--- config.mk ---
export PLATFORM = sky130hd
export DESIGN_NAME = instr_fetch_ctrl
export DESIGN_NICKNAME = d
export VERILOG_FILES = /design/src/rtl/instr_pkg.sv /design/src/rtl/instr_fetch_ctrl.sv
export SDC_FILE = /design/constraint.sdc
export NUM_CORES = 1
export LEC_CHECK = 0
export ABC_AREA = 1
export CAP_MARGIN = 10
export CORE_MARGIN = 3
export CORE_UTILIZATION = 37
export CTS_CLUSTER_DIAMETER = 150
export DETAILED_ROUTE_END_ITERATION = 6
export PLACE_DENSITY = 0.78
export RECOVER_POWER = 50
export SLEW_MARGIN = 10
export SYNTH_ARGS = -nofsm -noshare
export SYNTH_HDL_FRONTEND = slang
export SYNTH_SLANG_ARGS = --single-unit
--- constraint.sdc ---
create_clock -name clk -period 1.9 [get_ports clk]
set_input_delay 0.38 -clock clk [delete_from_list [all_inputs] [get_ports clk]]
set_output_delay 0.38 -clock clk [all_outputs]
set_load 0.01 [all_outputs]
--- src/rtl/instr_pkg.sv ---
// ISA opcode constants and fetch FSM types for the matrix-multiplier core.
// Shared by the fetch sequencer, the instruction memory and the execute FSM.
package instr_pkg;

    localparam logic [7:0] OP_LDACI  = 8'd0;
    localparam logic [7:0] OP_LDAC   = 8'd1;
    localparam logic [7:0] OP_STAC   = 8'd2;
    localparam logic [7:0] OP_MVACR  = 8'd3;
    localparam logic [7:0] OP_MVRAC  = 8'd4;
    localparam logic [7:0] OP_MVACRI = 8'd5;
    localparam logic [7:0] OP_MVACRJ = 8'd6;
    localparam logic [7:0] OP_MVACRK = 8'd7;
    localparam logic [7:0] OP_MVRIAC = 8'd8;
    localparam logic [7:0] OP_MVRJAC = 8'd9;
    localparam logic [7:0] OP_MVRKAC = 8'd10;
    localparam logic [7:0] OP_MVACRL = 8'd11;
    localparam logic [7:0] OP_MVRLAC = 8'd12;
    localparam logic [7:0] OP_STACI  = 8'd13;
    localparam logic [7:0] OP_ADD    = 8'd14;
    localparam logic [7:0] OP_SUB    = 8'd15;
    localparam logic [7:0] OP_MUL    = 8'd16;
    localparam logic [7:0] OP_INCRI  = 8'd17;
    localparam logic [7:0] OP_INCRJ  = 8'd18;
    localparam logic [7:0] OP_INCRK  = 8'd19;
    localparam logic [7:0] OP_INCRL  = 8'd20;
    localparam logic [7:0] OP_DECRI  = 8'd21;
    localparam logic [7:0] OP_DECRJ  = 8'd22;
    localparam logic [7:0] OP_DECRK  = 8'd23;
    localparam logic [7:0] OP_CLAC   = 8'd24;
    localparam logic [7:0] OP_RSTALL = 8'd25;
    localparam logic [7:0] OP_INAC   = 8'd26;
    localparam logic [7:0] OP_JPNZ   = 8'd27;
    localparam logic [7:0] OP_ENDOP  = 8'd28;
    localparam logic [7:0] OP_MVACRA = 8'd29;
    localparam logic [7:0] OP_MVRAAC = 8'd30;
    localparam logic [7:0] OP_MVACRB = 8'd31;
    localparam logic [7:0] OP_MVRBAC = 8'd32;
    localparam logic [7:0] OP_MVACRC = 8'd33;
    localparam logic [7:0] OP_MVRCAC = 8'd34;
    localparam logic [7:0] OP_LDIA   = 8'd35;
    localparam logic [7:0] OP_LDIB   = 8'd36;
    localparam logic [7:0] OP_STIC   = 8'd37;
    localparam logic [7:0] OP_ACCMUL = 8'd38;
    localparam logic [7:0] OP_CLRC   = 8'd39;
    localparam logic [7:0] OP_NOP    = 8'd40;

    localparam logic [7:0] OP_LAST   = OP_NOP;

    typedef enum logic [2:0] {
        ST_IDLE,
        ST_RD_OP,
        ST_LAT_OP,
        ST_RD_ARG,
        ST_LAT_ARG,
        ST_ISSUE,
        ST_HALT
    } fetch_state_t;

    function automatic logic has_operand(input logic [7:0] op);
        return (op == OP_LDACI) || (op == OP_STACI) || (op == OP_JPNZ);
    endfunction

endpackage

--- src/rtl/instr_fetch_ctrl.sv ---
// Fetch sequencer: owns the PC, reads 1/2-byte instructions from a
// synchronous byte memory, and gates host program loads to idle/halt.
module instr_fetch_ctrl
    import instr_pkg::*;
#(
    parameter int DATA_WIDTH = 8,
    parameter int ADDR_WIDTH = 8
) (
    input  logic                    clk,
    input  logic                    rst,
    input  logic                    start,
    input  logic [ADDR_WIDTH-1:0]   start_pc,
    input  logic                    load_valid,
    input  logic [ADDR_WIDTH-1:0]   load_addr,
    input  logic [2*DATA_WIDTH-1:0] load_data,
    output logic                    load_ready,
    output logic                    mem_we,
    output logic [ADDR_WIDTH-1:0]   mem_w_addr,
    output logic [2*DATA_WIDTH-1:0] mem_w_instr,
    output logic [ADDR_WIDTH-1:0]   mem_r_addr,
    input  logic [DATA_WIDTH-1:0]   mem_r_instr,
    output logic                    instr_valid,
    input  logic                    instr_ready,
    output logic [DATA_WIDTH-1:0]   opcode,
    output logic [DATA_WIDTH-1:0]   operand,
    input  logic                    jump_taken,
    output logic [ADDR_WIDTH-1:0]   pc,
    output logic                    busy,
    output logic                    halted,
    output logic                    illegal
);

    fetch_state_t            r_state;
    logic [ADDR_WIDTH-1:0]   r_pc;
    logic [DATA_WIDTH-1:0]   r_opcode;
    logic [DATA_WIDTH-1:0]   r_operand;
    logic                    r_halted;
    logic                    r_illegal;

    logic                    w_idle;
    logic                    w_two_byte;
    logic                    w_jump;
    logic [ADDR_WIDTH-1:0]   w_pc_seq;
    logic [ADDR_WIDTH-1:0]   w_pc_next;
    logic                    w_op_illegal;
    logic                    w_op_has_arg;

    assign w_idle       = (r_state == ST_IDLE) || (r_state == ST_HALT);
    assign w_two_byte   = has_operand(r_opcode[7:0]);
    assign w_jump       = (r_opcode == DATA_WIDTH'(OP_JPNZ)) && jump_taken;
    assign w_pc_seq     = r_pc + (w_two_byte ? ADDR_WIDTH'(2)
                                             : ADDR_WIDTH'(1));
    assign w_pc_next    = w_jump ? ADDR_WIDTH'(r_operand) : w_pc_seq;
    assign w_op_illegal = mem_r_instr > DATA_WIDTH'(OP_LAST);
    assign w_op_has_arg = has_operand(mem_r_instr[7:0]);

    // Host writes only reach memory while no fetch is in flight.
    assign load_ready   = w_idle;
    assign mem_we       = w_idle & load_valid;
    assign mem_w_addr   = load_addr;
    assign mem_w_instr  = load_data;

    assign mem_r_addr   = (r_state == ST_RD_ARG) ? r_pc + ADDR_WIDTH'(1)
                                                 : r_pc;

    assign instr_valid  = (r_state == ST_ISSUE);
    assign busy         = !w_idle;
    assign opcode       = r_opcode;
    assign operand      = r_operand;
    assign pc           = r_pc;
    assign halted       = r_halted;
    assign illegal      = r_illegal;

    always_ff @(posedge clk or posedge rst) begin
        if (rst) begin
            r_state   <= ST_IDLE;
            r_pc      <= '0;
            r_opcode  <= '0;
            r_operand <= '0;
            r_halted  <= 1'b0;
            r_illegal <= 1'b0;
        end else begin
            unique case (r_state)
                ST_IDLE, ST_HALT: begin
                    if (start) begin
                        r_state   <= ST_RD_OP;
                        r_pc      <= start_pc;
                        r_halted  <= 1'b0;
                        r_illegal <= 1'b0;
                    end
                end
                ST_RD_OP: begin
                    r_state <= ST_LAT_OP;
                end
                ST_LAT_OP: begin
                    r_opcode <= mem_r_instr;
                    if (w_op_illegal) begin
                        r_state   <= ST_HALT;
                        r_halted  <= 1'b1;
                        r_illegal <= 1'b1;
                    end else if (w_op_has_arg) begin
                        r_state <= ST_RD_ARG;
                    end else begin
                        r_operand <= '0;
                        r_state   <= ST_ISSUE;
                    end
                end
                ST_RD_ARG: begin
                    r_state <= ST_LAT_ARG;
                end
                ST_LAT_ARG: begin
                    r_operand <= mem_r_instr;
                    r_state   <= ST_ISSUE;
                end
                ST_ISSUE: begin
                    if (instr_ready) begin
                        // ENDOP keeps pc on itself so the host sees where it stopped.
                        if (r_opcode == DATA_WIDTH'(OP_ENDOP)) begin
                            r_state  <= ST_HALT;
                            r_halted <= 1'b1;
                        end else begin
                            r_pc    <= w_pc_next;
                            r_state <= ST_RD_OP;
                        end
                    end
                end
                default: begin
                    r_state <= ST_IDLE;
                end
            endcase
        end
    end

endmodule
==> impl_metrics.env <==
export IMPL_grt_total_usage=0.192
export IMPL_dr_pass1_iters=4
export IMPL_critPathArrivalTime_ps=2260
export IMPL_wl_per_cell_um=13.1
export IMPL_clkLatencyLatePin_ps=290
export IMPL_detailroute_via_count=2506
export IMPL_fp_row_count=27
export IMPL_syn_area_um2=2240
export IMPL_synth_top_cell_by_area="sky130_fd_sc_hd__dfrtp_1"
export IMPL_route_antenna_remaining_nets=0
export IMPL_routabilityCongestion=0.882
export IMPL_layout_cells_sized_above_1=0.306
export IMPL_critical_path_endpoint_type="register"
export IMPL_post_synth_inst_count=337
export IMPL_yosysSeqAreaShare=0.324
export IMPL_clock_path_buffers=2
export IMPL_grt_overflow_total=0
export IMPL_detail_route_vias_per_cell=4.97
export IMPL_synth_async_sr_flop_share=1.00
export IMPL_critical_path_required_ps=2110
export IMPL_final_setup_violation_count=8
export IMPL_timing_critical_path_fanout_max=3
export IMPL_worst_pin_slew_ps=765
export IMPL_number_of_warnings_reported_in_the_yosys_synthesis_log=0
export IMPL_pins_over_their_slew_limit=0
export IMPL_failed_checks="negative setup slack"
export IMPL_slew_headroom=0.490
export IMPL_detail_route_wirelength_um=6630
export IMPL_place_hpwl_um=4900
export IMPL_synth_main_ff_cell="sky130_fd_sc_hd__dfrtp_1"
export IMPL_floorplan_die_area_um2=7030
export IMPL_worst_skew_ps=6.38
export IMPL_synth_edf_count=0
export IMPL_postSynthNetCount=387
export IMPL_outcome="finished, violations left"
export IMPL_min_path_type="reg -> reg"
export IMPL_maxCapViolCount=0
export IMPL_netlist_cell_type_count=31
export IMPL_nets=482
export IMPL_first_global_vias=2471
export IMPL_antenna_found_initial=0
export IMPL_cts_clk_slew_worst_paths_ps=60
export IMPL_period_needed_ps=2050
export IMPL_grt_setup_unrepaired="yes"
export IMPL_ant_diodes=0
export IMPL_cts_max_level=2
export IMPL_grt_start_max_net_pins=30
export IMPL_portBuffers=59
export IMPL_fmax_mhz=488
export IMPL_grt_first_pass_wirelength_um=11100
export IMPL_die_y_um=83.8
export IMPL_startpoint_type="register"
export IMPL_drc_violation_count_after_routing=0
export IMPL_synth_area_per_cell_um2=6.65
export IMPL_min_period_over_period=1.08
export IMPL_die_x_um=83.8
export IMPL_nFillCells=496
export IMPL_flops_latches_synth=29
export IMPL_power_total_mw=5.35
export IMPL_area_sequential_um2=727
export IMPL_finalSetupTns_ps=-483
export IMPL_multi_input_area_um2=1320
export IMPL_static_leakage_power_nw=1.71
export IMPL_worst_slack_ps=-151
export IMPL_clock_root_buffer="sky130_fd_sc_hd__clkbuf_8"
export IMPL_clock_sinks=29
export IMPL_core_area_um2=5680
export IMPL_initial_core_util=0.395
export IMPL_first_iter_violations=134
export IMPL_areaGrowthSynthToFinish_pct=51.3
export IMPL_netlist_top_cells_count="sky130_fd_sc_hd__nand2_1 (121), sky130_fd_sc_hd__inv_1 (38), sky130_fd_sc_hd__nand3_1 (30), sky130_fd_sc_hd__nor2_1 (30), sky130_fd_sc_hd__dfrtp_1 (29)"
export IMPL_power_density_nw_per_um2=1580
export IMPL_power_ir_vdd_worst_uv=809
export IMPL_post_synth_top_count_cell="sky130_fd_sc_hd__nand2_1"
export IMPL_final_hold_viol_count=0
export IMPL_cts_tree="built"
export IMPL_synth_top_cell_area_share=0.324
export IMPL_num_io_pins=108
export IMPL_numCtsBuffers=5
export IMPL_setup_worst_path_class="reg -> reg"
export IMPL_netlist_top_cells_area="sky130_fd_sc_hd__dfrtp_1 (32%), sky130_fd_sc_hd__nand2_1 (20%), sky130_fd_sc_hd__buf_4 (8.0%)"
==> where the power goes <==
part / switching [mW] / total, mW / internal (mW) / leakage (nW)
sequential: 0.261 / 1.17 / 0.908 / 0.360
combinational: 1.85 / 3.66 / 1.81 / 1.30
clock: 0.238 / 0.525 / 0.287 / 0.0443
==> cell type report <==
cell class	count	area share
inverters	42	0.0468
multi-input cells	237	0.390
repair buffers	117	0.297
well taps	72	0.0266
clock buffers	7	0.0255
flip-flops and latches	29	0.214
==> sequential cells by signal, indices dropped and copies added (netlist names) <==
signal,cells
halted,1
illegal,1
opcode,8
operand,8
pc,8
r_state,3
==> worst paths after layout <==
path	startpoint	end	slack, ps	cells after the start
min reg2reg	halted$_DFFE_PP0P_	halted$_DFFE_PP0P_	490	2
max reg2reg	opcode[1]$_DFFE_PP0P_	pc[6]$_DFFE_PP0P_	-150	15
max in group asynchronous	rst	pc[2]$_DFFE_PP0P_	640	3
min	halted$_DFFE_PP0P_	halted$_DFFE_PP0P_	490	2
max	opcode[1]$_DFFE_PP0P_	pc[6]$_DFFE_PP0P_	-150	15
min in group asynchronous	rst	pc[0]$_DFFE_PP0P_	740	3
==> placed cells by master, fill, tap and decap left out, types with 5 or more instances in the layout <==
cell type and n:
sky130_fd_sc_hd__inv_2 9, sky130_fd_sc_hd__nand4_1 6, sky130_fd_sc_hd__o21ai_0 9, sky130_fd_sc_hd__nand3_2 5, sky130_fd_sc_hd__nor2_4 7, sky130_fd_sc_hd__nand3_1 24, sky130_fd_sc_hd__inv_1 31, sky130_fd_sc_hd__nand2_2 15
sky130_fd_sc_hd__clkbuf_8 6, sky130_fd_sc_hd__buf_6 7, sky130_fd_sc_hd__dfrtp_1 28, sky130_fd_sc_hd__nor2_1 26, sky130_fd_sc_hd__xor2_1 6, sky130_fd_sc_hd__clkbuf_2 5, sky130_fd_sc_hd__clkdlybuf4s50_1 45, sky130_fd_sc_hd__buf_4 51
sky130_fd_sc_hd__nand2_1 111
==> kinds of logic after synthesis <==
kind of cell               synth area share
buffers and inverters                 0.167
AOI/OAI and AO/OA                    0.0268
adders and majority gates            0.0257
DFF                                   0.324
and+or+nand+nor                       0.424
muxes                               0.00502
xor gates and xnor gates             0.0273
==> per-stage QoR <==
stage,setup WS (ps),hold WS [ps],util,std cells,instance area [µm²]
after CTS,-140,484,0.585,499,3320
after floorplan,-73.8,458,-,337,2280
after detailed placement,-195,468,0.539,481,3060
after global placement,-117,469,0.539,481,3060
final,-151,493,0.598,504,3390
after global routing,-260,506,0.598,504,3390
==> worst max-delay path, cell delays in order, from the launching register on <==
cell	delay (ps)
sky130_fd_sc_hd__dfrtp_1	420
sky130_fd_sc_hd__buf_4	160
sky130_fd_sc_hd__nand2_2	80
sky130_fd_sc_hd__nor2_4	40
sky130_fd_sc_hd__nand2_1	70
sky130_fd_sc_hd__nand2_2	70
sky130_fd_sc_hd__buf_6	120
sky130_fd_sc_hd__buf_6	110
sky130_fd_sc_hd__fa_2	360
sky130_fd_sc_hd__nand2_2	120
sky130_fd_sc_hd__nor2_2	50
sky130_fd_sc_hd__nand2_1	60
sky130_fd_sc_hd__nand2_1	40
sky130_fd_sc_hd__nand3_1	70
sky130_fd_sc_hd__nand3_1	70
sky130_fd_sc_hd__a21oi_1	120
==> what timing repair did <==
item | 4_1_cts | 5_1_grt
setup endpoints to repair | 19 | 19
buffers inserted | 11 | 7
gates resized for setup | 53 | 32
pin swaps | 16 | 13
hold buffers | 0 | 0
endpoints found under the hold margin | 0 | 0
==> per-layer routing <==
layer	wire (µm)	up-vias	track usage	share of wire
met5	0	-	0	0
met4	170	0	0.0716	0.026
met3	425	20	0.0503	0.064
met2	3410	93	0.349	0.51
met1	2620	1183	0.213	0.40
li1	-	1210	-	-
No activity file was read; power rests on OpenSTA's default activity.
